File: config.mk
export PLATFORM = sky130hd
export DESIGN_NAME = sid_reg_write_scheduler
export DESIGN_NICKNAME = d
export VERILOG_FILES = /design/src/rtl/sid_bus_pkg.sv /design/src/rtl/sid_rr_arbiter.sv /design/src/rtl/sid_reg_write_scheduler.sv
export SDC_FILE = /design/constraint.sdc
export NUM_CORES = 1
export LEC_CHECK = 0
export CORE_ASPECT_RATIO = 1.2
export CORE_MARGIN = 5
export CORE_UTILIZATION = 40
export DETAILED_ROUTE_END_ITERATION = 8
export PLACE_DENSITY = 0.79
export SETUP_SLACK_MARGIN = 0.2
export SLEW_MARGIN = 20
export SYNTH_ARGS = -nofsm -noshare
export SYNTH_HDL_FRONTEND = slang
export SYNTH_SLANG_ARGS = --single-unit
File: constraint.sdc
create_clock -name clk -period 2.1 [get_ports clk]
set_input_delay 0.315 -clock clk [delete_from_list [all_inputs] [get_ports clk]]
set_output_delay 0.315 -clock clk [all_outputs]
set_load 0.01 [all_outputs]
File: src/rtl/sid_bus_pkg.sv
// Shared definitions for the SID register-write bus.
// Contents: bus field widths, voice/filter register address map, the filter
// bank voice code, the write-scheduler state type and small helpers used by
// the scheduler and its arbiter.
package sid_bus_pkg;

    localparam int VOICE_W = 2;
    localparam int ADDR_W  = 3;
    localparam int DATA_W  = 8;

    // Voice select value that addresses the filter bank instead of a voice.
    localparam logic [VOICE_W-1:0] VOICE_FILT = 2'd3;

    // Per-voice register map.
    localparam logic [ADDR_W-1:0] REG_FREQ_LO = 3'd0;
    localparam logic [ADDR_W-1:0] REG_FREQ_HI = 3'd1;
    localparam logic [ADDR_W-1:0] REG_PW_LO   = 3'd2;
    localparam logic [ADDR_W-1:0] REG_PW_HI   = 3'd3;
    localparam logic [ADDR_W-1:0] REG_AD      = 3'd4;
    localparam logic [ADDR_W-1:0] REG_SR      = 3'd5;
    localparam logic [ADDR_W-1:0] REG_WAV     = 3'd6;

    // Filter-bank register map; anything above FILT_ADDR_MAX does not exist.
    localparam logic [ADDR_W-1:0] REG_FC_LO    = 3'd0;
    localparam logic [ADDR_W-1:0] REG_FC_HI    = 3'd1;
    localparam logic [ADDR_W-1:0] REG_RES_FILT = 3'd2;
    localparam logic [ADDR_W-1:0] REG_MODE_VOL = 3'd3;
    localparam logic [ADDR_W-1:0] FILT_ADDR_MAX = 3'd3;

    typedef enum logic [1:0] {
        ST_IDLE   = 2'd0,
        ST_SETUP  = 2'd1,
        ST_STROBE = 2'd2,
        ST_HOLD   = 2'd3
    } wr_state_t;

    // Width of a requester index; a single requester still gets one bit.
    function automatic int id_w(input int n);
        return (n > 1) ? $clog2(n) : 1;
    endfunction

    // Writes to non-existent filter-bank registers must never reach the core.
    function automatic logic is_illegal(input logic [VOICE_W-1:0] voice,
                                        input logic [ADDR_W-1:0]  addr);
        return (voice == VOICE_FILT) && (addr > FILT_ADDR_MAX);
    endfunction

endpackage

File: src/rtl/sid_rr_arbiter.sv
// Combinational round-robin arbiter.
// Ports:
//   valid     - request vector, one bit per requester
//   ptr       - highest-priority requester index (register lives in parent)
//   grant     - one-hot grant, all zero when nothing is valid
//   grant_idx - index of the granted requester (0 when nothing is valid)
module sid_rr_arbiter
    import sid_bus_pkg::*;
#(
    parameter int NUM_REQ = 2
) (
    input  logic [NUM_REQ-1:0]          valid,
    input  logic [id_w(NUM_REQ)-1:0]    ptr,
    output logic [NUM_REQ-1:0]          grant,
    output logic [id_w(NUM_REQ)-1:0]    grant_idx
);

    localparam int ID_W = id_w(NUM_REQ);

    logic found;

    // Scan from ptr upward, wrapping; first valid requester wins.
    always_comb begin
        grant     = '0;
        grant_idx = '0;
        found     = 1'b0;
        for (int off = 0; off < NUM_REQ; off++) begin
            if (!found && valid[(int'(ptr) + off) % NUM_REQ]) begin
                found                                 = 1'b1;
                grant[(int'(ptr) + off) % NUM_REQ]    = 1'b1;
                grant_idx                             = ID_W'((int'(ptr) + off) % NUM_REQ);
            end
        end
    end

endmodule

File: src/rtl/sid_reg_write_scheduler.sv
// Shares the SID core register-write port between NUM_REQ requesters.
// Arbitrates round-robin, latches one request and plays out the
// setup / strobe / hold write cycle; writes to non-existent filter-bank
// registers are accepted and dropped with a one-cycle err_illegal pulse.
// Ports:
//   clk, rst                         - clock, async active-high reset
//   req_valid/req_ready              - per-requester handshake
//   req_voice/req_addr/req_data      - packed per-requester write fields
//   bus_voice/bus_addr/bus_data      - registered fields to the core
//   bus_wr                           - write strobe to the core
//   busy                             - write cycle in progress
//   grant_id                         - last accepted requester
//   err_illegal                      - illegal write dropped
//
// state     | meaning
// ----------+------------------------------------------------------------
// ST_IDLE   | arbitrating; req_ready live; bus fields hold last write
// ST_SETUP  | fields driven, strobe low, SETUP_CYC cycles
// ST_STROBE | bus_wr high, STROBE_CYC cycles
// ST_HOLD   | strobe low, fields held, HOLD_CYC cycles, then ST_IDLE
module sid_reg_write_scheduler
    import sid_bus_pkg::*;
#(
    parameter int NUM_REQ    = 2,
    parameter int SETUP_CYC  = 1,
    parameter int STROBE_CYC = 1,
    parameter int HOLD_CYC   = 1
) (
    input  logic                        clk,
    input  logic                        rst,
    input  logic [NUM_REQ-1:0]          req_valid,
    output logic [NUM_REQ-1:0]          req_ready,
    input  logic [VOICE_W*NUM_REQ-1:0]  req_voice,
    input  logic [ADDR_W*NUM_REQ-1:0]   req_addr,
    input  logic [DATA_W*NUM_REQ-1:0]   req_data,
    output logic [VOICE_W-1:0]          bus_voice,
    output logic [ADDR_W-1:0]           bus_addr,
    output logic [DATA_W-1:0]           bus_data,
    output logic                        bus_wr,
    output logic                        busy,
    output logic [id_w(NUM_REQ)-1:0]    grant_id,
    output logic                        err_illegal
);

    localparam int ID_W    = id_w(NUM_REQ);
    localparam int CNT_MAX = (SETUP_CYC > STROBE_CYC)
                             ? ((SETUP_CYC > HOLD_CYC) ? SETUP_CYC : HOLD_CYC)
                             : ((STROBE_CYC > HOLD_CYC) ? STROBE_CYC : HOLD_CYC);
    localparam int CNT_W   = (CNT_MAX > 1) ? $clog2(CNT_MAX) : 1;

    // Counters load length-1 and the state ends at terminal count zero.
    localparam logic [CNT_W-1:0] LD_SETUP  = CNT_W'(SETUP_CYC - 1);
    localparam logic [CNT_W-1:0] LD_STROBE = CNT_W'(STROBE_CYC - 1);
    localparam logic [CNT_W-1:0] LD_HOLD   = CNT_W'(HOLD_CYC - 1);

    wr_state_t           state_q, state_d;
    logic [CNT_W-1:0]    cnt_q, cnt_d;
    logic [ID_W-1:0]     ptr_q, ptr_nxt;
    logic [ID_W-1:0]     grant_q;
    logic [VOICE_W-1:0]  voice_q;
    logic [ADDR_W-1:0]   addr_q;
    logic [DATA_W-1:0]   data_q;
    logic                err_q;

    logic [NUM_REQ-1:0]  arb_grant;
    logic [ID_W-1:0]     arb_idx;
    logic [VOICE_W-1:0]  sel_voice;
    logic [ADDR_W-1:0]   sel_addr;
    logic [DATA_W-1:0]   sel_data;
    logic                accept;
    logic                illegal;

    sid_rr_arbiter #(.NUM_REQ(NUM_REQ)) u_arb (
        .valid     (req_valid),
        .ptr       (ptr_q),
        .grant     (arb_grant),
        .grant_idx (arb_idx)
    );

    assign req_ready = (state_q == ST_IDLE) ? arb_grant : '0;
    assign accept    = |req_ready;

    assign sel_voice = req_voice[arb_idx*VOICE_W +: VOICE_W];
    assign sel_addr  = req_addr[arb_idx*ADDR_W +: ADDR_W];
    assign sel_data  = req_data[arb_idx*DATA_W +: DATA_W];
    assign illegal   = is_illegal(sel_voice, sel_addr);

    assign ptr_nxt   = (arb_idx == ID_W'(NUM_REQ - 1)) ? '0 : arb_idx + ID_W'(1);

    always_ff @(posedge clk or posedge rst) begin
        if (rst) begin
            state_q <= ST_IDLE;
            cnt_q   <= '0;
        end else begin
            state_q <= state_d;
            cnt_q   <= cnt_d;
        end
    end

    always_comb begin
        state_d = state_q;
        cnt_d   = cnt_q;
        unique case (state_q)
            ST_IDLE: begin
                if (accept && !illegal) begin
                    state_d = ST_SETUP;
                    cnt_d   = LD_SETUP;
                end
            end
            ST_SETUP: begin
                if (cnt_q == '0) begin
                    state_d = ST_STROBE;
                    cnt_d   = LD_STROBE;
                end else begin
                    cnt_d = cnt_q - CNT_W'(1);
                end
            end
            ST_STROBE: begin
                if (cnt_q == '0) begin
                    state_d = ST_HOLD;
                    cnt_d   = LD_HOLD;
                end else begin
                    cnt_d = cnt_q - CNT_W'(1);
                end
            end
            ST_HOLD: begin
                if (cnt_q == '0) begin
                    state_d = ST_IDLE;
                    cnt_d   = '0;
                end else begin
                    cnt_d = cnt_q - CNT_W'(1);
                end
            end
            default: begin
                state_d = ST_IDLE;
                cnt_d   = '0;
            end
        endcase
    end

    // Dropped illegal writes still advance the pointer so a requester that
    // keeps sending bad addresses cannot starve the others, but they leave
    // the bus fields untouched.
    always_ff @(posedge clk or posedge rst) begin
        if (rst) begin
            ptr_q   <= '0;
            grant_q <= '0;
            voice_q <= '0;
            addr_q  <= '0;
            data_q  <= '0;
            err_q   <= 1'b0;
        end else begin
            err_q <= accept && illegal;
            if (accept) begin
                grant_q <= arb_idx;
                ptr_q   <= ptr_nxt;
                if (!illegal) begin
                    voice_q <= sel_voice;
                    addr_q  <= sel_addr;
                    data_q  <= sel_data;
                end
            end
        end
    end

    // Decoded straight from the state register so an async reset drops the
    // strobe without waiting for a clock edge.
    assign bus_wr      = (state_q == ST_STROBE);
    assign busy        = (state_q != ST_IDLE);
    assign bus_voice   = voice_q;
    assign bus_addr    = addr_q;
    assign bus_data    = data_q;
    assign grant_id    = grant_q;
    assign err_illegal = err_q;

endmodule

==> Yosys cells after proc, flatten, opt, wreduce, memory -nomap -nowiden <==
Index checks and enable logic that the tools add are counted.
{ "word_totals": {"register_bits": 19, "in_bits": 30, "out_inout_bits": 19} }
{ "op_classes": {"n_addsub": 3, "multipliers": 1, "magnitude_cmp": 5, "n_eq_ne": 8, "n_shift": 3, "muxes": 24, "bitwise_logic": 3, "n_reduce_logical": 14} }
{ "ops": {"columns": ["cell", "n"], "rows": [
  ["$shiftx 16x5->8", 1],
  ["$mux 2", 7],
  ["$mux 1", 13],
  ["$pmux 2 s4", 1],
  ["$eq 2x2->1 const B", 3],
  ["$logic_and 1x1->1", 6],
  ["$ne 2x2->1 const B", 3],
  ["$shiftx 6x4->3", 1],
  ["$reduce_and 4->1", 1],
  ["$shiftx 4x3->2", 1],
  ["$gt 3x2->1 const B", 1],
  ["$lt 2x3->1 const B", 1],
  ["$mul 1x2->3 const B", 1],
  ["$reduce_or 3->1", 1],
  ["$add 1x1->1 const B", 2],
  ["$demux 1 s1", 2],
  ["$eq 2x1->1 const B", 1],
  ["$ge 2x1->1 const B", 1],
  ["$logic_not 1->1", 2],
  ["$logic_not 2->1", 1],
  ["$lt 1x2->1 const B", 1],
  ["$ne 2x1->1 const B", 1],
  ["$or 2x2->2", 1],
  ["$pmux 1 s2", 1],
  ["other kinds (7)", 7]
]} }

==> Longest topological paths before layout <==
Gate-level depths: netlist (run 1).
{ "depth": {"ltp_word": 15, "ltp_mapped": 7} }

==> Modules after synthesis <==
Synthesis (run 1) repeated with hierarchy kept, for this count alone.
{ "hier_totals": {"cells_unflattened": 80, "hier_area_um2": 1027.2} }
{ "by_module_without_submodules": {"columns": ["mod", "n_inst", "cells_each", "area_each_um2", "seq_area_each_um2"], "rows": [
  ["sid_reg_write_scheduler", 1, 76, 997.2, 450.4],
  ["sid_rr_arbiter", 1, 4, 30.0, 0.0]
]} }

==> Worst setup path before layout (run 1) <==
OpenSTA, ideal clock, no wires.
{ "synth_path": {"path_kind": "register to register", "start": "register state_q[0]", "end": "register addr_q[1], in the netlist bus_addr[1]", "arrival_ns": 1.727, "required_ns": 1.975, "setup_slack_ns": 0.248, "stages_incl_launch_ff": 8, "path_buffers": 2, "cell_sequence": "dfrtp_1 > inv_1 > ha_1 > buf_2 > o21ai_1 > a311oi_4 > buf_6 > mux2_4"} }
{ "synth_between": {"elab_chain_len": 4} }
{ "synth_rtl": {"columns": ["element", "line", "source"], "rows": [
  ["start: declaration", "sid_reg_write_scheduler.sv:56", "wr_state_t state_q, state_d;"],
  ["start signal: assignment", "sid_reg_write_scheduler.sv:95", "state_q <= state_d;"],
  ["$logic_not 2->1", "sid_reg_write_scheduler.sv:80", "assign req_ready = (state_q == ST_IDLE) ? arb_grant : '0;"],
  ["$mux 2", "sid_reg_write_scheduler.sv:80", null],
  ["$reduce_or 2->1", "sid_reg_write_scheduler.sv:81", "assign accept = |req_ready;"],
  ["$reduce_and 2->1 (no line)", null, null],
  ["end signal: assignment", "sid_reg_write_scheduler.sv:159", "addr_q <= sel_addr;"],
  ["end: declaration", "sid_reg_write_scheduler.sv:61", "logic [ADDR_W-1:0] addr_q;"]
]} }
No other way between the ends.
A chain may end at the register's enable or synchronous reset.

==> Worst setup path after layout (run 1) <==
{ "layout_path": {"start": "register state_q[0]", "end": "output bus_wr"} }
{ "layout_between": {"elab_chain_len": 1} }
{ "layout_rtl": {"columns": ["element", "line", "source"], "rows": [
  ["$eq 2x2->1", "sid_reg_write_scheduler.sv:168", "assign bus_wr = (state_q == ST_STROBE);"],
  ["end: declaration", "sid_reg_write_scheduler.sv:39", "output logic bus_wr,"]
]} }
No other way between the ends.

==> results of run 1 <==
flip-flops by register name (all words and copies together), names as in the netlist:
register	cells
bus_data	8
bus_addr	3
bus_voice	2
state_q	2
err_illegal	1
grant_id	1
ptr_q	1
worst max-delay path by stage:
stage / endpoint / slack, ps / from
after CTS: req_ready[1] / 50 / state_q[1]$_DFFE_PP0P_
after floorplan: bus_addr[1]$_DFFE_PP0P_ / 250 / state_q[0]$_DFFE_PP0P_
after global placement: bus_data[0]$_DFFE_PP0P_ / 50 / req_valid[0]
after detailed placement: bus_addr[1]$_DFFE_PP0P_ / 10 / req_valid[0]
final: bus_wr / 220 / state_q[0]$_DFFE_PP0P_
after global routing: bus_wr / 150 / state_q[0]$_DFFE_PP0P_
power breakdown:
| group | internal, W | switching (W) | total [W] |
|---|---|---|---|
| clock | 0.0000666 | 0.000102 | 0.000169 |
| combinational | 0.000703 | 0.000451 | 0.00115 |
| sequential | 0.000519 | 0.0000891 | 0.000608 |
Yosys cell counts:
| cell | number |
|---|---|
| o31ai_1 | 1 |
| o22ai_1 | 1 |
| a21oi_1 | 4 |
| a211oi_1 | 1 |
| a311oi_4 | 1 |
| a31oi_1 | 2 |
| mux2_2 | 17 |
| nand2_1 | 4 |
| and2_1 | 1 |
| o21ai_1 | 1 |
| buf_6 | 1 |
| and2_4 | 1 |
| nor2_1 | 2 |
| o311ai_0 | 1 |
| o22a_2 | 3 |
| buf_2 | 2 |
| dfrtp_1 | 18 |
| mux2_4 | 6 |
| a32oi_1 | 1 |
| o22a_1 | 1 |
| nand2b_4 | 1 |
| ha_1 | 2 |
| clkbuf_2 | 1 |
| and4_1 | 1 |
| nand3_1 | 1 |
| inv_1 | 5 |
stage by stage:
step	worst slack [ps]	utilization, %	total power (W)
final	224	63.2	0.00193
after global placement	46.8	61.9	0.00174
after global routing	145	63.2	0.00208
after detailed placement	12.2	61.9	0.00176
after floorplan	248	-	0.00124
after CTS	53.1	63.2	0.00196
worst max-delay path: cells and delay by family (launching register included):
kind / cells / cell delay, ps
buf+inv: 2 / 680
flops: 1 / 370
fa+ha+maj: 1 / 230
cell usage in the layout (no fill, tap or decap), types with 2 or more instances in the layout:
cell and count:
clkdlybuf4s50_1 45, dfrtp_1 18, mux2_2 17, mux2_4 6, a21oi_1 4, inv_1 4
nand2_1 4, buf_4 4, o22a_2 3, clkbuf_4 3, a31oi_1 2, nor2_1 2
cell families (layout without fill, tap and decap cells):
family / Yosys count / count (layout)
buffers and inverters: 9 / 60
DFF: 18 / 18
AOI/OAI and AO/OA: 17 / 17
and+or+nand+nor: 11 / 11
adders and majority gates: 2 / 2
muxes: 23 / 23
cell type report:
class / count / share of cell area (%)
multi-input cells: 53 / 33.6
repair buffers: 52 / 32.4
flip-flops and latches: 18 / 28.8
well taps: 33 / 2.64
clock buffers: 3 / 1.44
inverters: 5 / 1.20
what timing repair did:
item,in CTS,in global routing
endpoints found under the setup margin,3,3
resized for setup,5,3
hold endpoints to repair,0,0
routing by layer:
layer  GRT usage (%)  vias to the layer above  share of wire [%]
li1                -                      394                  -
met3            5.38                        0                9.1
met1            15.6                      404                 37
met5               0                        -                  0
met2            26.9                       38                 54
met4            3.86                        0                  0
==> reports/results.txt, run 1 <==
Outcome: complete, no violations
Pin count of the biggest net entering global routing: 19
Max-slew violations: 0
Input/output buffers: 48
Placed cell count: 161
Final Instance Count excl. Fillers: 164
Design Area, Final: 1570 um2
Vias per Instance: 5.10
Share of the yosys chip area belonging to registers: 44.7%
Simple-gate area share of the yosys netlist: 6.45%
1st-iter DRT viols: 10
Antenna Nets Post-Route: 0
Setup violators final: 0
Synth Instances: 80
Warnings from Yosys: 0
Synth area leader: dfrtp_1
TritonCTS clock tree: done
Clock skew: 3.68 ps
P_leak: 0.662 nW
Net Count, Synth: 112
Critical Path Max Stage Delay: 550 ps
Final WL: 2440 um
Mux contribution to synthesized area: 27.9%
Num rows: 20
Wire per inst: 14.8 um
First-pass GRT wire length: 4200 um
FF-to-FF setup slack: 370 ps
Crit Path Max Fanout: 3
Max-cap viol count: 0
Tcrit/Tclk final: 89.3%
Top cells by area, synth: dfrtp_1 (45%), mux2_2 (19%), mux2_4 (8.9%)
Clock Sinks: 18
Worst setup SP type: flop
Netlist cell types: 26
DRC: 0
Placement Cell Area: 1530 um2
Required @ worst endpoint: 1780 ps
Setup bufs post-CTS: 0
Initial antenna violation count: 0
Worst-Margin Slew: 660 ps
Vias in the first global route: 937
Max H-tree Level: 1
Die width: 55.8 um
Skew-Pair Late Insertion Delay: 290 ps
Cell area after synthesis: 1010 um2
Antenna Cells: 0
Fin Setup TNS: 0 ps
Worst VDD drop: 616 uV
Area grow syn2layout: 55.2%
Multi-input logic area: 526 um2
Top-area cell type share of the netlist area: 44.7%
Share of layout cells above drive strength 1: 29.8%
CP endpoint kind: output port
Fin nets: 165
GRT Overall Usage: 14.6%
Hold Buf Count CTS: 0
RR Startpoint: state_q[1]$_DFFE_PP0P_
Total CTS buffers: 3
R2R cell count: 6
Slew headroom: 55.9%
Post-layout min period: 1880 ps
CP arrival: 1560 ps
Register Area: 450 um2
Worst r2r dst: bus_addr[1]$_DFFE_PP0P_
Clk root buf: clkbuf_4
CP max-delay cell: clkdlybuf4s50_1
Xor and xnor area share after synthesis: 0%
WS Path Type: flop to output port
Total core area: 2480 um2
RSZ-0062 raised after global routing: yes
Final hold violations: 0
Critical path cell sequence: inv_1 > ha_1 > clkdlybuf4s50_1
F_max: 533 MHz
Worst hold slack: 430 ps
Vias after detailed routing: 836
Post-Synth Adder-Cell Area: 2.48%
Mean post-synth cell area: 12.6 um2
Die Height: 65.0 um
Die Area: 3630 um2
Largest family of logic cells by synthesized area: multiplexers
Final HPWL DP: 1930 um
Fill count: 186
Hold Crit Class: primary input to async pin
#FFs+latches synth: 18
Longest Clk Path Bufs: 2
Power Density: 1230 nW/um2
GR Overflow Total: 0
Clock-pin slew on the worst setup and hold paths: 100 ps
TritonRoute pass-1 iters: 6
I/O Pins: 49
Synth Area in Compound Gates: 14.0%
RD Place Congestion: 0.818
Initial Util: 40.7%
(Power assumes the default switching activity.)
==> run 2: changes to the inputs <==
CORE_ASPECT_RATIO = not set   (was 1.2)
==> reports/results.txt, run 2 (synthesis results as in run 1) <==
Antenna Nets Post-Route: 0 (unchanged)
GR Overflow Total: 0 (unchanged)
1st-iter DRT viols: 2 (-8)
Input/output buffers: 48 (unchanged)
GRT Overall Usage: 14.7% (+0.11 points)
RR Startpoint: state_q[1]$_DFFE_PP0P_
TritonRoute pass-1 iters: 2 (-4)
Logic pwr share: 58.4% (-1.4 points)
Clock skew: 8.55 ps (+4.87 ps)
FF-to-FF setup slack: 330 ps (-40 ps)
Total CTS buffers: 3 (unchanged)
Worst r2r dst: bus_data[2]$_DFFE_PP0P_
Most common cell after layout, fill and taps aside: clkdlybuf4s50_1
WS Path Type: flop to output port
Max-slew violations: 0 (unchanged)
R2R cell count: 6 (unchanged)
TritonCTS clock tree: done
Power Density: 1260 nW/um2 (+2.3%)
Fin nets: 166 (+0.61%)
P_leak: 0.665 nW (+0.47%)
Vias after detailed routing: 831 (-0.60%)
Wire per inst: 15.4 um (+3.8%)
RD Place Congestion: 0.819 (+0.20%)
Sw Pwr: 0.000665 W (+3.6%)
Die width: 60.2 um (+7.8%)
Vias in the first global route: 917 (-2.1%)
Clock Sinks: 18 (unchanged)
Max H-tree Level: 1 (unchanged)
Initial antenna violation count: 0 (unchanged)
CP endpoint kind: output port
Slew headroom: 54.0% (-1.9 points)
Largest register FFs: 8 (unchanged)
Area grow syn2layout: 58.2%
Tot Pwr: 0.00201 W (+4.3%)
Num rows: 18 (-10%)
Cell Int Power: 0.00135 W (+4.7%)
Final hold violations: 0 (unchanged)
Crit Path Max Fanout: 3 (unchanged)
Antenna Cells: 0 (unchanged)
Pin count of the biggest net entering global routing: 19 (unchanged)
Hold Buf Count CTS: 0 (unchanged)
DRC: 0 (unchanged)
Worst VDD drop: 747 uV (+21%)
Die Height: 60.2 um (-7.4%)
Vias per Instance: 5.10 (about the same)
Skew-Pair Late Insertion Delay: 300 ps (about the same)
Max-cap viol count: 0 (unchanged)
Worst-Margin Slew: 690 ps (+29.1 ps)
Post-layout min period: 1840 ps (-33.1 ps)
Die Area: 3630 um2 (-0.12%)
Final HPWL DP: 1970 um (+2.4%)
Pre-CTS setup slack: -22.7 ps (-34.9 ps)
RSZ-0062 raised after global routing: no
Tcrit/Tclk final: 87.8% (-1.6 points)
I/O Pins: 49 (unchanged)
Clock-pin slew on the worst setup and hold paths: 110 ps (about the same)
Share of layout cells above drive strength 1: 30.8% (+1.1 points)
Longest Clk Path Bufs: 2 (unchanged)
Placement Cell Area: 1550 um2 (+1.1%)
Setup violators final: 0 (unchanged)
Outcome: complete, no violations
Most frequent cells in the layout: clkdlybuf4s50_1 (45), dfrtp_1 (18), mux2_2 (17)
Worst setup SP type: flop
Sequential Power Share: 30.8% (-0.7 points)
Post-layout util: 65.0% (+1.8 points)
Required @ worst endpoint: 1780 ps (about the same)
Total core area: 2450 um2 (-0.91%)
Clock power frac: 10.7% (+2.0 points)
Final WL: 2510 um (+3.1%)
Clk root buf: clkbuf_4
Initial Util: 41.1% (+0.37 points)
Hold Crit Class: primary input to async pin
Design Area, Final: 1600 um2 (+1.9%)
CP arrival: 1530 ps (-30 ps)
First-pass GRT wire length: 3980 um (-5.1%)
Fin Setup TNS: 0 ps (unchanged)
Switching part of the total: 33.0% (-0.22 points)
F_max: 543 MHz (+1.8%)
Final worst setup slack: 257 ps (+33.1 ps)
-- run 2: layout make-up --
class,count,area [um2]
multi-input cells,53,529
clock buffers,4,36.3
fillers,198,860
inverters,5,18.8
well taps,30,37.5
repair buffers,53,523
flip-flops and latches,18,450
-- run 2: power groups by stage --
| stage | Clock [W] | Combinational, W | Sequential [W] |
|---|---|---|---|
| 3_5_place_dp | 0 | 0.00118 | 0.000621 |
| 2_1_floorplan | 0 | 0.000562 | 0.000675 |
| 3_3_place_gp | 0 | 0.00115 | 0.000614 |
| 4_1_cts | 0.000224 | 0.00119 | 0.000619 |
| 6_report | 0.000216 | 0.00118 | 0.000621 |
| 5_1_grt | 0.000238 | 0.00127 | 0.000643 |
-- run 2: worst max-delay path, cell delays in order, from the launching register on --
cell and delay (ps):
dfrtp_1 370, inv_1 120, ha_1 200, clkdlybuf4s50_1 540
-- run 2: per-layer routing --
layer,routed length [um],GRT usage (%),part of all wire (%),up-vias
met5,0,0,0,-
met4,21,2.85,0.84,0
met3,242,6.26,9.6,2
met2,1270,26.7,50,33
met1,980,15.7,39,394
li1,-,-,-,402
-- run 2: timing repair --
| action | in CTS | in global routing |
|---|---|---|
| buffers inserted | 0 | 0 |
| gates cloned | 0 | 0 |
| endpoints found under the setup margin | 7 | 1 |
| endpoints found under the hold margin | 0 | 0 |
| pin swaps | 1 | 0 |
| gates resized for setup | 5 | 3 |
-- run 2: how the worst max path moves through the flow --
| stage | from | to | slack (ps) |
|---|---|---|---|
| 2_1_floorplan | state_q[0]$_DFFE_PP0P_ | bus_addr[1]$_DFFE_PP0P_ | 250 |
| 3_3_place_gp | req_valid[0] | bus_data[6]$_DFFE_PP0P_ | 40 |
| 6_report | state_q[0]$_DFFE_PP0P_ | bus_wr | 260 |
| 4_1_cts | state_q[1]$_DFFE_PP0P_ | req_ready[0] | 220 |
| 3_5_place_dp | req_valid[0] | bus_data[2]$_DFFE_PP0P_ | -20 |
| 5_1_grt | state_q[1]$_DFFE_PP0P_ | busy | 200 |
-- run 2: through the flow --
| step | cells | hold slack, ps |
|---|---|---|
| 6_report | 163 | 416 |
| 5_1_grt | 163 | 471 |
| 4_1_cts | 163 | 442 |
| 3_5_place_dp | 159 | 500 |
| 3_3_place_gp | 159 | 492 |
| 2_1_floorplan | 80 | 254 |
